### config.mk
export PLATFORM = sky130hd
export DESIGN_NAME = mulalu
export DESIGN_NICKNAME = d
export VERILOG_FILES = /design/src/rtl/mulalu.sv
export SDC_FILE = /design/constraint.sdc
export NUM_CORES = 1
export LEC_CHECK = 0
export BUFFER_PORTS_ARGS = -buffer_cell sky130_fd_sc_hd__buf_2
export CAP_MARGIN = 20
export CORE_MARGIN = 2
export CORE_UTILIZATION = 55
export CTS_BUF_LIST = sky130_fd_sc_hd__clkbuf_4 sky130_fd_sc_hd__clkbuf_8 sky130_fd_sc_hd__clkbuf_16
export DETAILED_ROUTE_END_ITERATION = 7
export PLACE_DENSITY = 0.74
export SLEW_MARGIN = 10
export SYNTH_ARGS = -nofsm -noshare
export SYNTH_HDL_FRONTEND = slang
export SYNTH_SLANG_ARGS = --single-unit
export TNS_END_PERCENT = 10
### constraint.sdc
create_clock -name clk -period 5.9 [get_ports clk]
set_clock_uncertainty 0.05 [all_clocks]
set_input_delay 0.295 -clock clk [delete_from_list [all_inputs] [get_ports clk]]
set_output_delay 0.295 -clock clk [all_outputs]
set_load 0.05 [all_outputs]
### src/rtl/mulalu.sv
// mulalu: iterative 32x32 multiply / divide unit for the EX stage, feeding the HI/LO file.
// Latency: 33 cycles start-to-hilo_we for MUL and DIV (MUL is 1 cycle when MULALU_FAST_MUL_EN is defined).
// Backpressure: stall holds EX/IF/ID from the start cycle until DONE; flush aborts with no write-back.
// Optional feature macro: MULALU_FAST_MUL_EN (single-cycle MUL via a 33x33 signed multiplier).

`ifndef W_FUNC
`define W_FUNC 5
`endif
`ifndef W_DATA
`define W_DATA 32
`endif
`ifndef FUNC_MUL
`define FUNC_MUL 5'b11000
`endif
`ifndef FUNC_DIV
`define FUNC_DIV 5'b11010
`endif

module mulalu #(
  parameter int ITERS = 32,
  parameter int CNT_W = 5
) (
  input  logic                 clk,
  input  logic                 rst_n,
  input  logic [`W_FUNC-1:0]   func,
  input  logic                 sign,
  input  logic [`W_DATA-1:0]   source_a,
  input  logic [`W_DATA-1:0]   source_b,
  input  logic                 flush,
  output logic                 stall,
  output logic                 busy,
  output logic                 hilo_we,
  output logic [`W_DATA-1:0]   hi,
  output logic [`W_DATA-1:0]   lo
);

  typedef enum logic [1:0] {
    S_IDLE = 2'd0,
    S_MUL  = 2'd1,
    S_DIV  = 2'd2,
    S_DONE = 2'd3
  } state_t;

  state_t           state;
  logic [CNT_W-1:0] cnt;
  // MUL: {partial product high, remaining multiplier bits}; DIV: {partial remainder, dividend/quotient}
  logic [63:0]      acc;
  // MUL: |multiplicand|; DIV: |divisor|
  logic [31:0]      opnd;
  // raw dividend kept for the divide-by-zero remainder
  logic [31:0]      a_raw;
  logic             neg_q;
  logic             neg_r;
  logic             b_zero;
  logic             busy_r;
  logic [31:0]      hi_r;
  logic [31:0]      lo_r;

  logic             is_req;
  logic             start;
  logic             last;
  logic [31:0]      abs_a;
  logic [31:0]      abs_b;
  logic [32:0]      mul_sum;
  logic [63:0]      mul_next;
  logic [63:0]      mul_final;
  logic [32:0]      div_part;
  logic [32:0]      div_trial;
  logic             div_qbit;
  logic [31:0]      div_rem;
  logic [63:0]      div_next;
  logic [31:0]      div_q_final;
  logic [31:0]      div_r_final;

  // Request decode, operand magnitudes and one iteration step of each datapath
  always_comb begin
    is_req      = (func == `FUNC_MUL) || (func == `FUNC_DIV);
    start       = (state == S_IDLE) && !flush && is_req;
    last        = (cnt == CNT_W'(ITERS - 1));

    abs_a       = (sign && source_a[31]) ? (~source_a + 32'd1) : source_a;
    abs_b       = (sign && source_b[31]) ? (~source_b + 32'd1) : source_b;

    // Shift-add: add multiplicand when the current multiplier LSB is set, then shift right
    mul_sum     = {1'b0, acc[63:32]} + (acc[0] ? {1'b0, opnd} : 33'd0);
    mul_next    = {mul_sum, acc[31:1]};
    mul_final   = neg_q ? (~mul_next + 64'd1) : mul_next;

    // Restoring division: bring in next dividend bit, trial subtract, keep if non-negative.
    // 33 bits suffice: whenever the partial remainder overflows 32 bits it is already >= divisor.
    div_part    = {acc[63:32], acc[31]};
    div_trial   = div_part - {1'b0, opnd};
    div_qbit    = !div_trial[32];
    div_rem     = div_qbit ? div_trial[31:0] : div_part[31:0];
    div_next    = {div_rem, acc[30:0], div_qbit};

    // Divide by zero bypasses sign fixup entirely
    if (b_zero) begin
      div_q_final = 32'hFFFF_FFFF;
      div_r_final = a_raw;
    end else begin
      div_q_final = neg_q ? (~div_next[31:0] + 32'd1) : div_next[31:0];
      div_r_final = neg_r ? (~div_next[63:32] + 32'd1) : div_next[63:32];
    end
  end

`ifdef MULALU_FAST_MUL_EN
  logic signed [32:0] fast_a;
  logic signed [32:0] fast_b;
  logic signed [63:0] fast_prod;

  // Single-cycle product; extend by sign only for signed ops so one signed multiplier serves both
  always_comb begin
    fast_a    = {sign & source_a[31], source_a};
    fast_b    = {sign & source_b[31], source_b};
    fast_prod = 64'(fast_a) * 64'(fast_b);
  end
`endif

  // Control FSM and datapath registers
  always_ff @(posedge clk or negedge rst_n) begin
    if (!rst_n) begin
      state  <= S_IDLE;
      cnt    <= '0;
      acc    <= '0;
      opnd   <= '0;
      a_raw  <= '0;
      neg_q  <= 1'b0;
      neg_r  <= 1'b0;
      b_zero <= 1'b0;
      busy_r <= 1'b0;
      hi_r   <= '0;
      lo_r   <= '0;
    end else begin
      case (state)
        S_IDLE: begin
          if (start) begin
            cnt    <= '0;
            a_raw  <= source_a;
            neg_q  <= sign & (source_a[31] ^ source_b[31]);
            neg_r  <= sign & source_a[31];
            b_zero <= (source_b == 32'd0);
            if (func == `FUNC_MUL) begin
`ifdef MULALU_FAST_MUL_EN
              hi_r   <= fast_prod[63:32];
              lo_r   <= fast_prod[31:0];
              state  <= S_DONE;
`else
              acc    <= {32'd0, abs_b};
              opnd   <= abs_a;
              busy_r <= 1'b1;
              state  <= S_MUL;
`endif
            end else begin
              acc    <= {32'd0, abs_a};
              opnd   <= abs_b;
              busy_r <= 1'b1;
              state  <= S_DIV;
            end
          end
        end

        S_MUL: begin
          if (flush) begin
            busy_r <= 1'b0;
            state  <= S_IDLE;
          end else begin
            acc <= mul_next;
            cnt <= cnt + 1'b1;
            if (last) begin
              hi_r   <= mul_final[63:32];
              lo_r   <= mul_final[31:0];
              busy_r <= 1'b0;
              state  <= S_DONE;
            end
          end
        end

        S_DIV: begin
          if (flush) begin
            busy_r <= 1'b0;
            state  <= S_IDLE;
          end else begin
            acc <= div_next;
            cnt <= cnt + 1'b1;
            if (last) begin
              hi_r   <= div_r_final;
              lo_r   <= div_q_final;
              busy_r <= 1'b0;
              state  <= S_DONE;
            end
          end
        end

        default: begin
          // DONE: results already registered; never accepts a new op here
          state <= S_IDLE;
        end
      endcase
    end
  end

  // Outputs: stall drops on flush so the redirect proceeds; write-back is suppressed by flush in DONE
  always_comb begin
    stall   = start || (busy_r && !flush);
    busy    = busy_r;
    hilo_we = (state == S_DONE) && !flush;
    hi      = hi_r;
    lo      = lo_r;
  end

endmodule
# ---- Yosys cells after proc, flatten, opt, wreduce, memory -nomap -nowiden
# Index checks and enable logic that the tools add are counted.
dict set report totals {
  wordCells 99
  output_inout_bits 67
  reg_bits 203
  inputBits 73
}
dict set report classes {
  n_bitwise 8
  mux 37
  n_eq_ne 13
  addsub 8
  n_reduce_logical 22
}
# op count
set op_table {}
lappend op_table {{2-to-1 mux 32 bit} 18}
lappend op_table {{2-to-1 mux 64 bit} 4}
lappend op_table {{case mux 64 bit (3 select lines)} 1}
lappend op_table {{adder 32 x 1 -> 32 bit (second input constant)} 4}
lappend op_table {{NOT 32 bit} 4}
lappend op_table {{case mux 32 bit (2 select lines)} 2}
lappend op_table {{adder 64 x 1 -> 64 bit (second input constant)} 1}
lappend op_table {{NOT 64 bit} 1}
lappend op_table {{adder 32 x 32 -> 33 bit} 1}
lappend op_table {{subtractor 33 x 32 -> 33 bit} 1}
lappend op_table {{logical NOT 32 bit} 1}
lappend op_table {{== test 5 bit (second input constant)} 3}
lappend op_table {{!= test 2 bit (second input constant)} 6}
lappend op_table {{2-to-1 mux 5 bit} 2}
lappend op_table {{case mux 5 bit (2 select lines)} 1}
lappend op_table {{2-to-1 mux 2 bit} 4}
lappend op_table {{logical AND 1 bit} 6}
lappend op_table {{AND reduction 3 bit} 2}
lappend op_table {{adder 5 x 1 -> 5 bit (second input constant)} 1}
lappend op_table {{AND reduction 5 bit} 1}
lappend op_table {{== test 2 bit (second input constant)} 2}
lappend op_table {{case mux 2 bit (2 select lines)} 1}
lappend op_table {{AND reduction 2 bit} 2}
lappend op_table {{AND reduction 4 bit} 1}
lappend op_table {{12 further kinds} 18}

# ---- Logic depth before layout (Yosys ltp)
dict set report logic_depth {
  depth_word 9
  mapped_depth 23
  mapped_depth_nobuf 19
}

# ---- Least setup slack after synthesis
# OpenSTA, ideal clock, no wires.
dict set report synth_path {
  kind {register to register}
  startpoint {register acc[31]}
  endpoint {register hi_r[30] (netlist: hi[30])}
  synth_period_minus_slack_ns 4.746
  slack_ns 1.154
  stages_incl_launch_ff 23
  setup_time_ns 0.104
  n_path_buf 4
  required_time_ns 5.746
  arrival_ns 4.592
  path_cell_list {dfrtp_1 > clkbuf_1 > inv_1 > ha_1 > fa_1 > nand2b_1 > a21oi_1 > o221ai_1 > a211oi_2 > o21a_1 > nor2_4 > inv_2 > buf_2 > buf_2 > buf_4 > nor2_1 > a21oi_1 > ha_1 > nand2_1 > or4_1 > o21ai_1 > xor2_1 > a221oi_1}
}
dict set report synth_between {
  elab_chain_cells 9
  word_cells_on_any_way 14
  classes_between {add/sub (3); mux (9); bitwise (2)}
}
# item line
set synth_lines {}
lappend synth_lines {{start, declared} 47} ;# logic [63:0] acc;
lappend synth_lines {{start signal, assigned} 149} ;# acc <= {32'd0, abs_b};
lappend synth_lines {{start signal, assigned} 155} ;# acc <= {32'd0, abs_a};
lappend synth_lines {{start signal, assigned} 168} ;# acc <= mul_next;
lappend synth_lines {{subtractor 33 x 32 -> 33 bit} 92} ;# div_trial = div_part - {1'b0, opnd};
lappend synth_lines {{2-to-1 mux 32 bit} 94} ;# div_rem = div_qbit ? div_trial[31:0] : div_part[31:0];
lappend synth_lines {{NOT 32 bit} 103} ;# div_r_final = neg_r ? (~div_next[63:32] + 32'd1) : div_next[63:32];
lappend synth_lines {{adder 32 x 1 -> 32 bit} 103}
lappend synth_lines {{2-to-1 mux 32 bit} 103}
lappend synth_lines {{2-to-1 mux 32 bit} 98} ;# if (b_zero) begin
lappend synth_lines {{2-to-1 mux 32 bit} 186} ;# if (last) begin
lappend synth_lines {{2-to-1 mux 32 bit} 180} ;# if (flush) begin
lappend synth_lines {{case mux 32 bit (2 select lines) *} 135} ;# case (state)
lappend synth_lines {{end signal, assigned} 171} ;# hi_r <= mul_final[63:32];
lappend synth_lines {{end signal, assigned} 187} ;# hi_r <= div_r_final;
lappend synth_lines {{end, declared} 56} ;# logic [31:0] hi_r;
# Mark *: on every way between the ends. The rest lies on a longest branch, timed or not. The select of a mux whose other input is x is not followed.
# A chain may end at the register's enable or synchronous reset.

# ---- Worst setup path after layout
dict set report layout_path {
  startpoint {register acc[36]}
  endpoint {register hi_r[26] (netlist: hi[26])}
}
# The elaborated chain is that of the path after synthesis.

==> summary.md <==
| Metric | Value |
|---|---|
| Outcome | completed |
| Final setup TNS | 0 ns |
| Crit-path max FO | 8 |
| CTS tree | yes |
| GP Congestion | a little under 1 |
| Post-detail-place hpwl | 49.6 mm |
| Number of synthesized flops with an enable pin | 0 |
| Total grt overflow | 0 |
| Number of gates resized after CTS | 0 |
| Max frequency | 0.187 GHz |
| Post-Synthesis Cell Area | approximately 18000 sq um |
| Yosys warnings | 0 |
| Clk_lat worst skew | 0.54 ns |
| Syn_area_per_cell | 7.67 sq um |
| Largest net degree at the start of global routing | 124 |
| Multi-input gate area | around 12000 sq um |
| Largest family of logic cells by synthesized area | compound AO/OA/AOI/OAI gates |
| Die Height | 187 um |
| Vias | 18.8k |
| DRT antenna net count | 0 |
| Most common cell after layout, fill and taps aside | nand2_1 |
| Share of the synthesized area in compound gates (AO/OA/AOI/OAI) | 28.4% |
| CP endpoint kind | flop |
| Die ar. | approximately 35000 sq um |
| Worst Hold Slack | 0.0178 ns |
| Clock root cell | clkbuf_16 |
| Max Cap Viol | 0 |
| Top-area cell type share of the netlist area | 27.7% |
| H-tree depth | 1 |
| Post-synthesis async set-or-reset flop share | 100% |
| Register Area | 5080 sq um |
| Final Hold Viols | 0 |
| Leak pwr | 8.83 nW |
| Most frequent cells in the layout | nand2_1, o21ai_0, nor2_1 |
| Synth area leader | dfrtp_1 |
| Share of cells above drive strength 1 | 11.6% |
| Router iterations before antenna repair | 6 |
| Power share of the clock group | 16.0% |
| Post-synthesis adder-cell area fraction | between 5 and 6% |
| Minimum clock period | ~5.3 ns |
| CP arrival | about 5.7 ns |
| Number of global-route vias before repair | 17.9k |
| Initial antenna violation count | 0 |
| Synth cell types | 96 |
| Synth-to-layout area growth | 9.55% |
| Drc violations | 0 |
| Clock buffer depth | 3 |
| Cell Count, Final, Fillers Out | 2885 |
| Num CTS Buffers | 24 |
| Core ar. | roughly 33000 sq um |
| Register share of total power | between 20% and 30% |
| Site row count | 66 |
| Hold/Removal Path Class | in -> reg |
| Tcrit/Tclk final | between 90% and 100% |
| Logic pwr share | between 60% and 70% |
| NetSw | ~5.0 mW |
| Final WL | 65.4 mm |
| WL per Instance | 22.7 um |
| N_diodes | 0 |
| Cell count after synthesis | 2388 |
| Switching Share | between 50% and 60% |
| Mux contribution to synthesized area | approximately 3.4% |
| Xor/xnor share of the synthesized area | approximately a tenth |
| Clock Sink Count | roughly 200 |
| Clock-pin slew on the worst setup and hold paths | ~0.060 ns |
| Vias/cell | 6.53 |
| Initial DRC count | around 2.0k |
| Relative slew slack | 27.4% |
| Initial core utilization | 56.0% |
| Overall routing resource usage | 37.1% |
| Inst Count DP | 2839 |
| Worst Path Required | about 6.3 ns |
| Synth Flop Type | dfrtp_1 |
| Final Max Slew Viols | 0 |
| Synth Area in Simple Gates | 19.8% |
| Final setup viols | 0 |
| Die width | ~190 um |
| Sequential share of the synthesized area | 27.7% |
| Worst VDD drop | 344 uV |
| Total Nets Final | around 2.6k |
| Seq cells post-synth | 203 |
| Critical path class | reg -> reg |
| First-pass GRT wire length | between 100 and 150 mm |
| Worst-Margin Slew | ~1.1 ns |
| Pwr Density | 487 nW/um^2 |
| Port Buffers | 139 |
| CP Launch Type | flop |
| Filler cells | 3110 |
| P_int | between 4 and 5 mW |
| Leading post-synthesis cells by cell area | dfrtp_1, o21ai_0, nand2_1 |
| RSZ-0062 raised after global routing | false |
| Post-Syn Nets | 2539 |
| # IOs | 140 |
[worst max-delay path, stage by stage, from the launching register on]
cell	delay (ns)
dfrtp_1	0.49
ha_1	0.43
a21oi_1	0.35
nand2_1	0.12
o221ai_1	0.55
a211oi_2	0.19
nor3_2	0.64
nor2_4	0.08
inv_2	0.13
nor2_1	0.05
a21oi_1	0.27
ha_1	0.37
o21ai_0	0.22
o21ai_0	0.65
nand3_1	0.24
xnor2_1	0.26
a22oi_1	0.12
[sequential cells by signal (all words and copies together), names as in the netlist]
name,flops
hi,32
acc,64
state,2
b_zero,1
neg_r,1
lo,32
a_raw,32
busy,1
cnt,5
opnd,32
neg_q,1
[synthesized netlist by cell type (all sizes together) (10+ instances only)]
cell	count
a211oi	15
a21o	26
a21oi	161
a221o	10
a221oi	27
a22o	15
a22oi	19
a31oi	12
and2	18
and3	18
buf	32
clkbuf	123
dfrtp	203
ha	76
inv	75
mux2	35
mux2i	22
nand2	333
nand2b	14
nand3	35
nand4	10
nor2	222
nor3	39
nor3b	11
nor4	20
o211ai	17
o21a	13
o21ai	273
o22ai	48
o31ai	66
o41ai	17
or2	11
or3	23
or4	16
xnor2	135
xor2	82
[metal layers]
layer / wire [um] / share of wire, % / track usage, %
met1: 27600 / 42 / 51.6
met2: 28700 / 44 / 57.3
met3: 5570 / 8.5 / 4.83
met4: 3520 / 5.4 / 17.7
met5: 0 / 0 / 0
[cell families after synthesis]
logic type                 Yosys count
AOI/OAI and AO/OA                  804
xor gates and xnor gates           217
adders and majority gates           78
buffers and inverters              232
DFF                                203
muxes                               57
and+or+nand+nor                    797
[metrics by stage]
stage	worst slack, ns	util, %	power (mW)	cell area, sq um
2_1_floorplan	1.15	-	6.29	18300
3_3_place_gp	0.933	58.8	7.95	19200
3_5_place_dp	0.843	58.8	8.01	19200
4_1_cts	0.799	61.3	9.60	20100
5_1_grt	0.338	61.4	10.4	20100
6_report	0.560	61.4	9.77	20100
[path summary, 6_finish.rpt]
kind                       slack [ns]        start  endpoint  cells after the start
setup / recovery                 0.56      acc[36]    hi[26]                     16
hold / removal                   0.02  source_a[6]  a_raw[6]                      2
setup reg to reg                 0.56      acc[36]    hi[26]                     16
hold reg to reg                  0.42        lo[3]     lo[3]                      2
max in group asynchronous        4.26        rst_n   acc[37]                      3
min in group asynchronous        0.30        rst_n   acc[62]                      2
[cell type report]
class | instances | share of cell area [%]
timing repair buffer | 167 | 4.68
multi-input combinational | 1953 | 61.7
clock buffer | 33 | 3.54
clock inverter | 10 | 0.580
tap | 442 | 2.75
inverter | 77 | 1.44
sequential | 203 | 25.3
[power groups by stage]
stage / combinational (mW) / clock, mW / sequential (mW)
detailed placement: 5.71 / 0 / 2.30
CTS: 5.75 / 1.58 / 2.27
global route: 6.42 / 1.62 / 2.33
finish: 5.91 / 1.56 / 2.30
floorplan: 4.31 / 0 / 1.98
global placement: 5.67 / 0 / 2.28
[timing repair]
item	in CTS	in global routing
buffers inserted	0	0
endpoints found under the hold margin	81	0
hold buffers	2	0
Note: power is estimated with default switching activity, not from simulation.
